## src/rtl/rx_psdu_byte_sequencer.sv

```systemverilog
// rtl/rx_psdu_byte_sequencer.sv - RX PSDU bit-to-byte sequencer: SERVICE skip, LSB-first packing, length tracking
module rx_psdu_byte_sequencer #(
  parameter int SERVICE_BITS = 16,
  parameter int LEN_WIDTH    = 16,
  parameter int MAX_LEN      = 4095
) (
  input  logic                 clock,
  input  logic                 rstn,
  input  logic                 enable,
  input  logic                 start,
  input  logic [LEN_WIDTH-1:0] pkt_len,
  input  logic                 bit_in,
  input  logic                 input_strobe,
  output logic [7:0]           byte_out,
  output logic                 output_strobe,
  output logic [LEN_WIDTH-1:0] byte_count,
  output logic                 busy,
  output logic                 pkt_done,
  output logic                 len_err
);

  localparam int SKIP_W = (SERVICE_BITS > 1) ? $clog2(SERVICE_BITS) : 1;

  typedef enum logic [1:0] {
    S_IDLE,
    S_SKIP,
    S_PACK
  } state_t;

  state_t               state;
  logic [LEN_WIDTH-1:0] len_q;
  logic [SKIP_W-1:0]    skip_cnt;
  logic [2:0]           bit_cnt;
  logic [7:0]           shift_buf;
  logic [LEN_WIDTH-1:0] count_inc;
  logic [7:0]           next_byte;
  logic                 len_ok;

  // Helpers: next byte count, next packed byte, and start-length acceptance.
  assign count_inc = byte_count + LEN_WIDTH'(1);
  assign next_byte = {bit_in, shift_buf[7:1]};
  assign len_ok    = (pkt_len != '0) && (pkt_len <= LEN_WIDTH'(MAX_LEN));

  // Packet sequencing FSM; all outputs are registered here. A start always
  // takes priority over a bit in the same cycle, and aborts any packet in flight.
  always_ff @(posedge clock) begin
    if (!rstn) begin
      state         <= S_IDLE;
      len_q         <= '0;
      skip_cnt      <= '0;
      bit_cnt       <= '0;
      shift_buf     <= '0;
      byte_out      <= '0;
      output_strobe <= 1'b0;
      byte_count    <= '0;
      busy          <= 1'b0;
      pkt_done      <= 1'b0;
      len_err       <= 1'b0;
    end else begin
      output_strobe <= 1'b0;
      pkt_done      <= 1'b0;
      len_err       <= 1'b0;
      if (enable) begin
        if (start) begin
          skip_cnt  <= '0;
          bit_cnt   <= '0;
          shift_buf <= '0;
          if (len_ok) begin
            len_q      <= pkt_len;
            byte_count <= '0;
            state      <= S_SKIP;
            busy       <= 1'b1;
          end else begin
            len_err <= 1'b1;
            state   <= S_IDLE;
            busy    <= 1'b0;
          end
        end else if (input_strobe) begin
          case (state)
            S_IDLE: begin
              // Tail and pad bits land here and are dropped.
            end
            S_SKIP: begin
              if (skip_cnt == SKIP_W'(SERVICE_BITS - 1)) begin
                state   <= S_PACK;
                bit_cnt <= '0;
              end else begin
                skip_cnt <= skip_cnt + SKIP_W'(1);
              end
            end
            S_PACK: begin
              shift_buf <= next_byte;
              bit_cnt   <= bit_cnt + 3'd1;
              if (bit_cnt == 3'd7) begin
                byte_out      <= next_byte;
                output_strobe <= 1'b1;
                byte_count    <= count_inc;
                if (count_inc == len_q) begin
                  pkt_done <= 1'b1;
                  state    <= S_IDLE;
                  busy     <= 1'b0;
                end
              end
            end
            default: begin
              state <= S_IDLE;
              busy  <= 1'b0;
            end
          endcase
        end
      end
    end
  end

endmodule

```

## config.mk

```make
export PLATFORM = sky130hd
export DESIGN_NAME = rx_psdu_byte_sequencer
export DESIGN_NICKNAME = d
export VERILOG_FILES = /design/src/rtl/rx_psdu_byte_sequencer.sv
export SDC_FILE = /design/constraint.sdc
export NUM_CORES = 1
export LEC_CHECK = 0
export ABC_CLOCK_PERIOD_IN_PS = 2770
export CAP_MARGIN = 20
export CORE_AREA = 2 2 78 80
export CTS_CLUSTER_DIAMETER = 200
export CTS_CLUSTER_SIZE = 12
export DETAILED_ROUTE_END_ITERATION = 6
export DIE_AREA = 0 0 80 82
export GPL_ROUTABILITY_DRIVEN = 0
export GPL_TIMING_DRIVEN = 0
export PLACE_DENSITY = 0.78
export RECOVER_POWER = 50
export SETUP_SLACK_MARGIN = 0.2
export SYNTH_ARGS = -nofsm -noshare
export SYNTH_HDL_FRONTEND = slang
export SYNTH_SLANG_ARGS = --single-unit
```

## constraint.sdc

```tcl
create_clock -name clock -period 2.77 [get_ports clock]
set_clock_uncertainty 0.1 [all_clocks]
set_input_delay 0.554 -clock clock [delete_from_list [all_inputs] [get_ports clock]]
set_output_delay 0.554 -clock clock [all_outputs]
set_load 0.05 [all_outputs]
```

==> results summary, run 1 <==
The run finished with clean final reports. The arrival time reported for the critical path endpoint is 2.59 ns. The required time of the critical path is 2.88 ns. The relative max-transition margin is 52.9%.

The number of hold violations in the final report is 0. The final standard cell utilization of the core came out at 65.5%. The footprint of the multi-input gates is 1670 µm². The timing-limited maximum frequency is 0.403 GHz. The total global routing track utilization is 22.9%.

The power density over the cells is 485 nW/µm². The leakage power is 1.46 nW. The pin count of the biggest net entering global routing is 11. The initial utilization of the core area, before any placement, comes to 51.6%. Clock tree synthesis found a total of 60 sinks. The later-pin clock latency in the skew report came out at 0.34 ns. The number of failing setup endpoints in the final timing report is 0. The CTS clock-pin slew for the worst setup and hold paths came out at 0.07 ns.

The worst-case clock buffer depth is 2. The global-route wire length before repair came out at 11,700 µm. The netlist area before placement is 2960 µm². The share of the cycle needed by the critical path after routing came out at 89.5%. The total core area came out at 5750 µm². The via count of the first global-routing pass is 2,494. In this run the tool buffered the top-level ports with 46 buffer cells.

The floorplan step defined a die boundary enclosing 6560 µm². 50 I/O pins were placed. STA classifies the critical path endpoint as a flip-flop.

The net total in the final layout is 429. The flip-flop and latch count after synthesis came out at 60. The root buffer cell is clkbuf_8. The slack of the worst reg-to-reg path is 0.32 ns. The number of rows in the core area is 28. The vias per cell is 5.52. The path class of the tightest hold or removal check is flip-flop to flip-flop. Across the VDD grid, the largest voltage drop is 0.359 mV. The die extent in x came out at 80 µm.

In the final routed layout, each cell accounts on average for 14.5 µm. The final max-slew violation count is 0. Synthesis produced a netlist with a net count of 372. The portion of the post-synthesis area used by sequential elements came out at 40.5%. 0 antenna diodes ended up in the layout. Total power for the finished layout comes to 0.00183 W. The yosys synthesis warning count is 0. The placed wire-length estimate after detailed placement is 4980 µm. The clock buffer count from CTS is 9. The sequential cells in the finished layout cover a total of 1200 µm². The element type at the critical path start is an input pin.

The netlist uses 40 different library cells. Setup repair after global routing could not meet its margin everywhere. The average instance in the mapped netlist occupies 8.56 µm².

In this run the post-CTS setup repair buffer count came out at 0. Summing over every cut layer, the via total after detailed routing is 2,666. The number of filler cells placed in the layout came out at 494. For this run, design rule violations remaining after detail routing come to 0. The H-tree depth reported by CTS is 3.

Counting I/O delays and the setup requirement, the final critical path takes 2.48 ns. The routed design has 7030 µm of wire. Along the worst path, the maximum fanout reaches 10. The post-detailed-route count of antenna-violating nets came out at 0. The number of antenna violations at the first check in global routing came out at 0. The setup total negative slack came out at 0 ns.

The global-route congestion overflow total came out at 0. The DRC violation total after the first TritonRoute iteration is 156. The number of standard cells after synthesis is 346. The post-route netlist has 8.82% of its cells at a drive strength greater than 1. The length of the first detailed-routing pass in iterations came out at 4. The die height is 82 µm.

The layout overhead on the synthesized area is 27.1%. TritonCTS built the clock tree. The worst setup path is of the input pin to flip-flop kind. The tool flagged a number of max-cap violations equal to 0. The worst-margin pin slew is 0.702 ns.
==> where the power goes <==
part	leakage [nW]	total (W)	switching, W	internal (W)
Clock	0.113	0.000871	0.000344	0.000527
Sequential	0.485	0.000869	0.00000305	0.000866
Combinational	0.858	0.0000875	0.0000431	0.0000445
==> cells in the mapped netlist, drive strengths merged <==
library cell	count	area, µm²
nand3	14	87.6
a22oi	7	52.6
nand2b	4	25.0
and3b	1	8.76
nand4	8	50.1
or3	1	6.26
ha	4	50.1
and3	7	43.8
o21ai	23	115
nor2b	22	138
nor3b	3	27.5
dfxtp	60	1200
a31oi	16	100
a21oi	3	15.0
mux2i	13	130
and2	4	25.0
nor2	20	75.1
xor2	8	70.1
a21o	2	15.0
o31ai	1	7.51
xnor2	22	193
o2bb2ai	3	26.3
a21boi	12	90.1
clkbuf	11	42.5
inv	7	26.3
buf	9	45.0
o211ai	1	7.51
or4	5	45.0
and4	1	8.76
nor3	3	15.0
nor4	9	62.6
nand2	42	158
==> sequential cells by signal (all words and copies together) (netlist names) <==
signal / cells
len_err: 1
len_q: 16
state: 2
skip_cnt: 4
busy: 1
byte_out: 8
byte_count: 16
pkt_done: 1
shift_buf: 7
bit_cnt: 3
output_strobe: 1
==> placed cells by master, fill, tap and decap left out, drive strengths merged, types with 9 or more instances in the layout <==
cell and count:
nor2b 22, a31oi 16, nor2 20, xnor2 22, a21boi 12, dfxtp 60
dlygate4sd3 20, o21ai 23, nand2 42, mux2i 13, clkdlybuf4s50 26, nor4 9
clkbuf 23, nand3 14
==> worst paths after layout <==
path / startpoint / to / cells past startpoint
max: input_strobe / byte_count[14]$_SDFFE_PN0P_ / 8
min reg2reg: byte_out[7]$_SDFFE_PN0P_ / byte_out[7]$_SDFFE_PN0P_ / 2
min: byte_out[7]$_SDFFE_PN0P_ / byte_out[7]$_SDFFE_PN0P_ / 2
max reg2reg: byte_count[4]$_SDFFE_PN0P_ / state[1]$_SDFFE_PN0P_ / 7
==> layout make-up <==
cell class / count / area share [%]
buffer: 20 / 2.49
clock buffer: 11 / 3.75
clock inverter: 5 / 1.99
timing repair buffer: 46 / 12.2
sequential: 60 / 32.0
multi-input combinational: 259 / 44.4
tap: 75 / 2.49
inverter: 7 / 0.698
==> per-layer routing <==
metal	GRT usage, %	part of all wire, %	vias to the layer above
met4	11.7	1.7	0
met1	29.8	44	1238
li1	-	-	1335
met2	36.4	47	81
met3	4.18	7.0	12
met5	0	0	-
==> metrics by stage <==
step	std cells	area [µm²]	hold slack (ns)	setup slack, ns
after detailed placement	467	3520	0.354	-0.148
final	483	3770	0.356	0.291
after global placement	467	3520	0.346	-0.135
after CTS	483	3740	0.363	0.228
after floorplan	346	2970	0.330	0.273
after global routing	483	3770	0.379	0.149
==> timing repair <==
item | 4_1_cts | 5_1_grt
cloned | 0 | 0
hold endpoints to repair | 0 | 0
resized for setup | 1 | 8
hold buffers | 0 | 0
pin swaps | 0 | 4
endpoints found under the setup margin | 1 | 14
==> cell families after synthesis <==
kind of cell | after synthesis | synth area share (%)
xor+xnor | 30 | 8.87
mux | 13 | 4.39
flops | 60 | 40.5
compound gates | 68 | 14.5
fa+ha+maj | 4 | 1.69
buf+inv | 27 | 3.84
simple gates | 144 | 26.2
==> critical path, cell delays in order <==
cell           delay, ns
dlygate4sd3_1       0.63
and3_1              0.20
buf_2               0.17
nand2_1             0.20
clkbuf_1            0.42
nor2_1              0.13
o21ai_0             0.21
a31oi_1             0.07
(Power assumes the default switching activity.)
==> inputs of run 2 (changes only) <==
==> config.mk (replaced) <==
export PLATFORM = sky130hd
export DESIGN_NAME = rx_psdu_byte_sequencer
export DESIGN_NICKNAME = d
export VERILOG_FILES = /design/src/rtl/rx_psdu_byte_sequencer.sv
export SDC_FILE = /design/constraint.sdc
export NUM_CORES = 1
export LEC_CHECK = 0
export ABC_CLOCK_PERIOD_IN_PS = 2100
export CAP_MARGIN = 20
export CORE_AREA = 2 2 82 84
export CTS_CLUSTER_DIAMETER = 200
export CTS_CLUSTER_SIZE = 12
export DETAILED_ROUTE_END_ITERATION = 6
export DIE_AREA = 0 0 84 86
export GPL_ROUTABILITY_DRIVEN = 0
export GPL_TIMING_DRIVEN = 0
export PLACE_DENSITY = 0.75
export RECOVER_POWER = 50
export SETUP_SLACK_MARGIN = 0.2
export SLEW_MARGIN = 5
export SYNTH_ARGS = -nofsm -noshare
export SYNTH_HDL_FRONTEND = slang
export SYNTH_SLANG_ARGS = --single-unit
export TNS_END_PERCENT = 30
==> constraint.sdc (replaced) <==
create_clock -name clock -period 2.1 [get_ports clock]
set_clock_uncertainty 0.1 [all_clocks]
set_input_delay 0.42 -clock clock [delete_from_list [all_inputs] [get_ports clock]]
set_output_delay 0.42 -clock clock [all_outputs]
set_load 0.05 [all_outputs]
==> run 2 against run 1 <==
Against the previous run:
- the run now ends with setup timing left
- final cell count increased by 4.3%
- via count increased by 6.5%
- wire length increased by 16%
- highest routed layer unchanged
- clock-buffer cell count decreased by 2
- die area increased by 10%
- sequential cell count unchanged
- worst setup slack got worse by 0.35 ns
- sequential power increased by 31%
- register-to-register slack got worse by 0.38 ns
==> results summary, run 2 (synthesized netlist as in run 1, its figures left out) <==
The post-detailed-route count of antenna-violating nets came to 0 (unchanged). The cell depth of the worst flop-to-flop path came to 7 (unchanged). The number of filler cells placed in the layout is 529 (+7.1%). The per-cell routed wire length was 16.2 µm (+11%). The DRC violation total after the first TritonRoute iteration came out at 162 (+3.8%).

The CTS clock-pin slew for the worst setup and hold paths came to 0.07 ns (about the same). The leakage power is 1.69 nW (+16%). The required time of the critical path came out at 2.21 ns (-0.67 ns). The worst setup path is captured at a flip-flop. The via count of the first global-routing pass is 2,725 (+9.3%).

The part of the power in the clock network came out at 51.0% (+3.4 points). The layout overhead on the synthesized area came out at 38.7%. The global-route congestion overflow total came out at 0 (unchanged). The largest voltage drop on the vdd net came out at 0.532 mV (+48%). The number of antenna violations at the first check in global routing is 0 (unchanged). TritonCTS built the clock tree. The worst-case hold slack is 0.346 ns (-0.00982 ns).

The share of cells above drive strength 1 is 19.9% (+11 points). The critical path in this run is classified as flip-flop to flip-flop. The die height was 86 µm (+4.9%). The final cell count without fillers came out at 504 (+4.3%). The sequential group share of total power is 44.4% (-3.2 points). The largest fanout of any net on the critical path came out at 7 (-3). The commonest non-fill, non-tap cell in the layout is dfxtp_1. The pin count of the biggest net entering global routing is 13 (+2). The vias per cell is 5.63 (+2.1%). The total die area came out at 7220 µm² (+10%). The checks that failed: setup timing. The cell-internal power is 0.00198 W (+38%).

The relative max-transition margin is 60.4% (+7.5 points). The final max-slew violation count is 0 (unchanged). The later-pin clock latency in the skew report came out at 0.35 ns (about the same). The library cells used most frequently in the layout, excluding fill and tap cells, are 47 x dfxtp_1, 41 x nand2_1, 41 x dlygate4sd2_1, 22 x nor2b_1, 21 x o21ai_0. The number of rows in the core area came out at 29 (+3.6%). Setup repair after global routing could not meet its margin everywhere. The worst hold path depth came out at 3 (+1).

The proportion of power drawn by combinational gates is 4.6% (-0.2 points). The total global routing track utilization is 23.4% (+0.53 points). The number of hold violations in the final report came to 0 (unchanged). The count of vias placed by the detailed router is 2,840 (+6.5%). The flow ran to the end, but the final reports show violations.

The worst-case clock buffer depth is 2 (unchanged). The remaining design rule violation count is 0 (unchanged). The initial standard-cell utilization of the core was 47.2% (-4.4 points). The length of the first detailed-routing pass in iterations is 5 (+1). The clock buffer count from CTS was 9 (unchanged). The number of violations of the max-capacitance limit came out at 0 (unchanged).

The global-route wire length before repair is 13,300 µm (+15%). The total detailed-routing wirelength came out at 8150 µm (+16%). The final antenna diode count is 0 (unchanged). The count of clock tree sinks is 60 (unchanged). The power density over the cells came to 623 nW/µm² (+28%). The worst-margin pin slew is 0.596 ns (-0.105 ns). The number of input and output port buffers inserted is 46 (unchanged). The number of failing setup endpoints in the final timing report is 2 (+2). The switching power summed over all nets is 0.000577 W (+48%). The type of the worst min-delay path is input pin to flip-flop. The setup slack after layout was -0.0637 ns (-0.354 ns).

The H-tree depth reported by CTS came to 3 (unchanged). The share of total power consumed by net switching came out at 22.6% (+1.2 points). The element type at the critical path start is a flip-flop.

The final standard cell utilization of the core came to 65.5% (-0.091 points). The minimum period implied by the final worst setup slack is 2.16 ns. The count of boundary I/O pins is 50 (unchanged). In this run the clock root is driven by a clkbuf_8.

The net total in the final layout came out at 448 (+4.4%). The die extent in x is 84 µm (+5.0%). The post-placement cell count came out at 469 (+0.43%).

The arrival time reported for the critical path endpoint is 2.27 ns (-0.32 ns). The placed wire-length estimate after detailed placement came out at 5400 µm (+8.3%). Of the available clock period, the critical path in the final layout requires 103%. Based on the critical path, the design can be clocked at up to 0.462 GHz. The total core area came to 6280 µm² (+9.3%). The largest registers in the layout are byte_count x16, len_q x16, byte_out x8.
-- run 2: cell types whose count changed in the layout (fill, tap and decap cells not counted), moves of 3 or more --
cell             delta
dlygate4sd2_1      +41
xnor2_1             -3
clkinv_2            -3
dfxtp_1            -11
dfxtp_2             +3
buf_6               +4
nor4_1              -6
dfxtp_4             +8
nor4_2              +5
clkdlybuf4s50_1    -24
buf_4              +18
dlygate4sd3_1      -20
buf_2               -6
-- run 2: layer usage --
layer | track usage, % | share of wire [%] | up-vias
met4 | 8.65 | 2.0 | 0
met5 | 0 | 0 | -
met2 | 38.5 | 49 | 101
met3 | 5.68 | 5.2 | 19
li1 | - | - | 1365
met1 | 30.0 | 44 | 1355
-- run 2: critical path, stage by stage, from the launching register on --
cell and delay [ns]:
dfxtp_4 0.37, buf_6 0.12, nand4_1 0.16, or4_4 0.56, xnor2_4 0.17, nand4_1 0.16, nor4_2 0.24, a31oi_1 0.14
-- run 2: worst paths after layout --
kind	startpoint	end	slack (ns)
worst max-delay path	byte_count[0]$_SDFFE_PN0P_	state[1]$_SDFFE_PN0P_	-0.06
worst min-delay path	start	len_err$_SDFF_PN0_	0.35
worst max register to register	byte_count[0]$_SDFFE_PN0P_	state[1]$_SDFFE_PN0P_	-0.06
worst min register to register	shift_buf[1]$_SDFFE_PN0P_	byte_out[0]$_SDFFE_PN0P_	0.36
-- run 2: power groups by stage --
| stage | logic (W) | registers [W] | clock network [W] |
|---|---|---|---|
| floorplan | 0.0000558 | 0.00117 | 0 |
| global route | 0.000127 | 0.00114 | 0.00139 |
| CTS | 0.000120 | 0.00114 | 0.00132 |
| global placement | 0.000116 | 0.00116 | 0 |
| detailed placement | 0.000117 | 0.00116 | 0 |
| finish | 0.000118 | 0.00114 | 0.00130 |
-- run 2: repair_timing --
| action | 4_1_cts | 5_1_grt |
|---|---|---|
| cloned | 1 | 0 |
| pin swaps | 22 | 4 |
| setup endpoints to repair | 72 | 35 |
| setup buffers | 15 | 3 |
| gates resized for setup | 77 | 10 |
| hold buffers | 0 | 0 |
-- run 2: metrics by stage --
stage | TNS, ns | setup WS [ns] | cell area, µm² | power, W
3_5_place_dp | -18.47 | -0.711 | 3610 | 0.00128
3_3_place_gp | -17.85 | -0.689 | 3610 | 0.00128
4_1_cts | 0 | 0.00420 | 4110 | 0.00257
2_1_floorplan | -0.0750 | -0.0478 | 3060 | 0.00122
6_report | -0.0809 | -0.0637 | 4110 | 0.00256
5_1_grt | -0.700 | -0.138 | 4110 | 0.00265
-- run 2: final cells by class --
cell class | instances | area [µm²] | share of cell area (%)
timing repair buffer | 65 | 563 | 13.7
clock buffer | 9 | 124 | 3.01
buffer | 20 | 141 | 3.44
sequential | 60 | 1240 | 30.1
tap | 77 | 96.3 | 2.34
clock inverter | 7 | 121 | 2.95
multi-input combinational | 259 | 1800 | 43.8
inverter | 7 | 26.3 | 0.639
==> inputs of run 3 (changes only) <==
==> config.mk (replaced) <==
export PLATFORM = sky130hd
export DESIGN_NAME = rx_psdu_byte_sequencer
export DESIGN_NICKNAME = d
export VERILOG_FILES = /design/src/rtl/rx_psdu_byte_sequencer.sv
export SDC_FILE = /design/constraint.sdc
export NUM_CORES = 1
export LEC_CHECK = 0
export ABC_CLOCK_PERIOD_IN_PS = 2700
export CAP_MARGIN = 20
export CORE_AREA = 2 2 96 98
export CTS_CLUSTER_DIAMETER = 200
export CTS_CLUSTER_SIZE = 12
export DETAILED_ROUTE_END_ITERATION = 6
export DIE_AREA = 0 0 98 100
export GPL_ROUTABILITY_DRIVEN = 0
export GPL_TIMING_DRIVEN = 0
export PLACE_DENSITY = 0.55
export RECOVER_POWER = 50
export SETUP_SLACK_MARGIN = 0.2
export SLEW_MARGIN = 5
export SYNTH_ARGS = -nofsm -noshare
export SYNTH_HDL_FRONTEND = slang
export SYNTH_SLANG_ARGS = --single-unit
export TNS_END_PERCENT = 1
==> constraint.sdc (replaced) <==
create_clock -name clock -period 2.7 [get_ports clock]
set_clock_uncertainty 0.1 [all_clocks]
set_input_delay 0.54 -clock clock [delete_from_list [all_inputs] [get_ports clock]]
set_output_delay 0.54 -clock clock [all_outputs]
set_load 0.05 [all_outputs]
==> run 3 against run 2 <==
Against the previous run:
- the flow now finishes without violations
- worst setup slack better by 0.33 ns
- global-route usage down 8.1 points
- wire length down 8.6%
- via count is 6.1% lower
- sequential cell count is the same
- utilization down 23 points
- non-clock buffer count decreased by 17
- critical endpoint is now len_q[10]$_SDFFE_PN0P_
==> results summary, run 3 (synthesized netlist as in run 1, its figures left out) <==
The run finished with clean final reports. The number of buffers and inverters on the critical path is 3 (+2). The pin count of the biggest net entering global routing came out at 11 (-2). For this design, the slowest cell found on the critical path is clkdlybuf4s50_1. The share of cells above drive strength 1 came out at 10.5% (-9.4 points). The total global routing track utilization came out at 15.3% (-8.1 points). The placed wire-length estimate after detailed placement came out at 5470 µm (+1.3%). The top cell family by delay on the critical path is simple AND/OR/NAND/NOR gates. The cell with the most instances on the worst path is nand3_1. The global-route wire length before repair came out at 11,800 µm (-12%). The DRC violation total after the first TritonRoute iteration came to 115 (-29%). The arrival time reported for the critical path endpoint came out at 2.57 ns (+0.30 ns).

The number of rows in the core area was 35 (+21%). The later-pin clock latency in the skew report is 0.34 ns (about the same). The number of failing setup endpoints in the final timing report is 0 (-2).

In this run the critical register-to-register path is launched from byte_count[6]$_SDFFE_PN0P_. The number of hold violations in the final report was 0 (unchanged). The worst setup path is captured at a flip-flop.

The final cell count without fillers is 521 (+3.4%). The met3 routing resource usage after global routing came to 2.16% (-3.5 points). The length of the first detailed-routing pass in iterations came out at 4 (-1). The final antenna diode count came out at 0 (unchanged). The via count of the first global-routing pass is 2,396 (-12%). The depth of the critical timing path with buffers and inverters included came out at 9 (+2). The post-placement cell count is 503 (+7.2%).

The busiest metal layer after global routing is met2. The number of antenna violations at the first check in global routing came out at 0 (unchanged). Setup repair after global routing could not meet its margin everywhere.

The die height is 100 µm (+16%). In this run the clock root is driven by a clkbuf_8. The H-tree depth reported by CTS is 3 (unchanged). The worst register-to-register path ends at state[1]$_SDFFE_PN0P_. The total detailed-routing wirelength came to 7450 µm (-8.6%). The critical path class is input pin to flip-flop. In this run the worst setup path terminates at len_q[10]$_SDFFE_PN0P_. The power density over the cells came out at 444 nW/µm² (-29%). The worst-margin pin slew came to 0.682 ns (+0.0859 ns). The number of violations of the max-capacitance limit is 0 (unchanged). The global-route congestion overflow total is 0 (unchanged). In the final layout, the registers with the most flip-flops are byte_count x16, len_q x16, byte_out x8. Walking the worst path, the cells encountered are clkdlybuf4s50_1 -> nor4_1 -> nand3_1 -> and2_0 -> nand3_1 -> buf_4 -> buf_6 -> mux2i_1 -> nor2b_1. The required time of the critical path was 2.83 ns (+0.62 ns).

The met1 track utilization from global routing is 20.3% (-9.7 points). The CTS clock-pin slew for the worst setup and hold paths is 0.07 ns (about the same). The type of the worst min-delay path is flip-flop to flip-flop.

The element type at the critical path start is an input pin. The vias per cell came out at 5.12 (-9.2%). The per-cell routed wire length was 14.3 µm (-12%). The slack of the worst reg-to-reg path came out at 0.31 ns (+0.37 ns).

In the layout the commonest cells are 56 x dfxtp_1, 42 x nand2_1, 26 x clkdlybuf4s50_1, 22 x nor2b_1. Leaving out fill and tap cells, the most frequent cell in the layout is dfxtp_1. The final max-slew violation count is 0 (unchanged). The count of boundary I/O pins is 50 (unchanged). The largest fanout of any net on the critical path came out at 10 (+3).

The minimum period implied by the final worst setup slack came out at 2.43 ns. The total die area is 9800 µm² (+36%). The die extent in x came to 98 µm (+17%). The routing usage on met2 was 24.3% (-14 points). The remaining design rule violation count is 0 (unchanged). The initial standard-cell utilization of the core was 33.3% (-14 points). The cell depth of the worst flop-to-flop path is 7 (unchanged). The TritonCTS clock tree is yes. Tracing the worst setup path back leads to its startpoint at pkt_len[7]. The leakage power is 1.45 nW (-14%). The post-detailed-route count of antenna-violating nets is 0 (unchanged).

The largest voltage drop on the vdd net is 0.239 mV (-55%). The relative max-transition margin is 54.2% (-6.2 points). The worst-case clock buffer depth was 2 (unchanged). The total core area is 8890 µm² (+42%). The delay of the slowest critical-path stage is 0.42 ns (-0.14 ns).

The count of clock tree sinks came out at 60 (unchanged). The count of vias placed by the detailed router came out at 2,666 (-6.1%). The clock buffer count from CTS came out at 9 (unchanged). The timing-limited maximum frequency is 0.411 GHz.

The final standard cell utilization of the core is 42.9% (-23 points). The net total in the final layout came to 431 (-3.8%). Relative to the synthesized area, the layout overhead comes to 28.8%. After layout, the worst path uses 90.2% of the clock period. The number of hold-repair buffers added at the cts stage came to 0 (unchanged). The number of input and output port buffers inserted came to 46 (unchanged).
-- run 3: cell types whose count changed in the layout (fill, tap and decap cells not counted), moves of 7 or more --
| cell | delta |
|---|---|
| dfxtp_1 | +9 |
| buf_4 | -16 |
| dlygate4sd2_1 | -41 |
| dlygate4sd3_1 | +20 |
| clkdlybuf4s50_1 | +24 |
| dfxtp_4 | -7 |
-- run 3: power by group --
part	internal (W)	switching (W)
logic	0.0000467	0.0000454
registers	0.000887	0.00000304
clock network	0.000351	0.000360
-- run 3: what timing repair did --
| item | 4_1_cts | 5_1_grt |
|---|---|---|
| endpoints found under the setup margin | 11 | 29 |
| setup buffers | 1 | 1 |
| pin swaps | 2 | 4 |
| resized for setup | 6 | 13 |
-- run 3: worst register-to-register path, stage by stage (launching register included) --
cell and delay (ns):
dfxtp_1 0.35, buf_2 0.21, nand3_4 0.15, or4_4 0.58, xnor2_1 0.23, nand4_1 0.28, nor4_4 0.26, a31oi_1 0.11
-- run 3: layer usage --
layer,vias up,wire [µm]
met5,-,0
met1,1260,3480
met3,7,299
met2,58,3550
met4,0,114
li1,1341,-
-- run 3: how the worst min path moves through the flow --
| stage | start | endpoint | slack [ns] | depth (start not counted) |
|---|---|---|---|---|
| detailed placement | shift_buf[1]$_SDFFE_PN0P_ | byte_out[0]$_SDFFE_PN0P_ | 0.35 | 2 |
| global placement | byte_out[7]$_SDFFE_PN0P_ | byte_out[7]$_SDFFE_PN0P_ | 0.35 | 2 |
| global route | byte_out[0]$_SDFFE_PN0P_ | byte_out[0]$_SDFFE_PN0P_ | 0.38 | 2 |
| CTS | byte_out[0]$_SDFFE_PN0P_ | byte_out[0]$_SDFFE_PN0P_ | 0.36 | 2 |
| floorplan | shift_buf[1]$_SDFFE_PN0P_ | byte_out[0]$_SDFFE_PN0P_ | 0.33 | 2 |
| finish | byte_out[0]$_SDFFE_PN0P_ | byte_out[0]$_SDFFE_PN0P_ | 0.35 | 2 |
-- run 3: area by class of cell --
cell class	count	area, µm²
Buffer	20	100
Clock buffer	11	141
Clock inverter	5	27.5
Fill cell	893	5070
Inverter	7	26.3
Multi-Input combinational cell	259	1700
Sequential cell	60	1210
Tap cell	111	139
Timing Repair Buffer	48	475
-- run 3: through the flow --
stage	setup slack, ns	cell area (µm²)	hold WS, ns	setup TNS, ns	power, W
floorplan	0.203	2970	0.330	0	0.000956
global placement	-0.324	3560	0.347	-3.61	0.00100
detailed placement	-0.349	3560	0.351	-4.04	0.00100
CTS	0.170	3780	0.362	0	0.00172
global route	0.118	3820	0.378	0	0.00176
finish	0.266	3820	0.353	0	0.00169
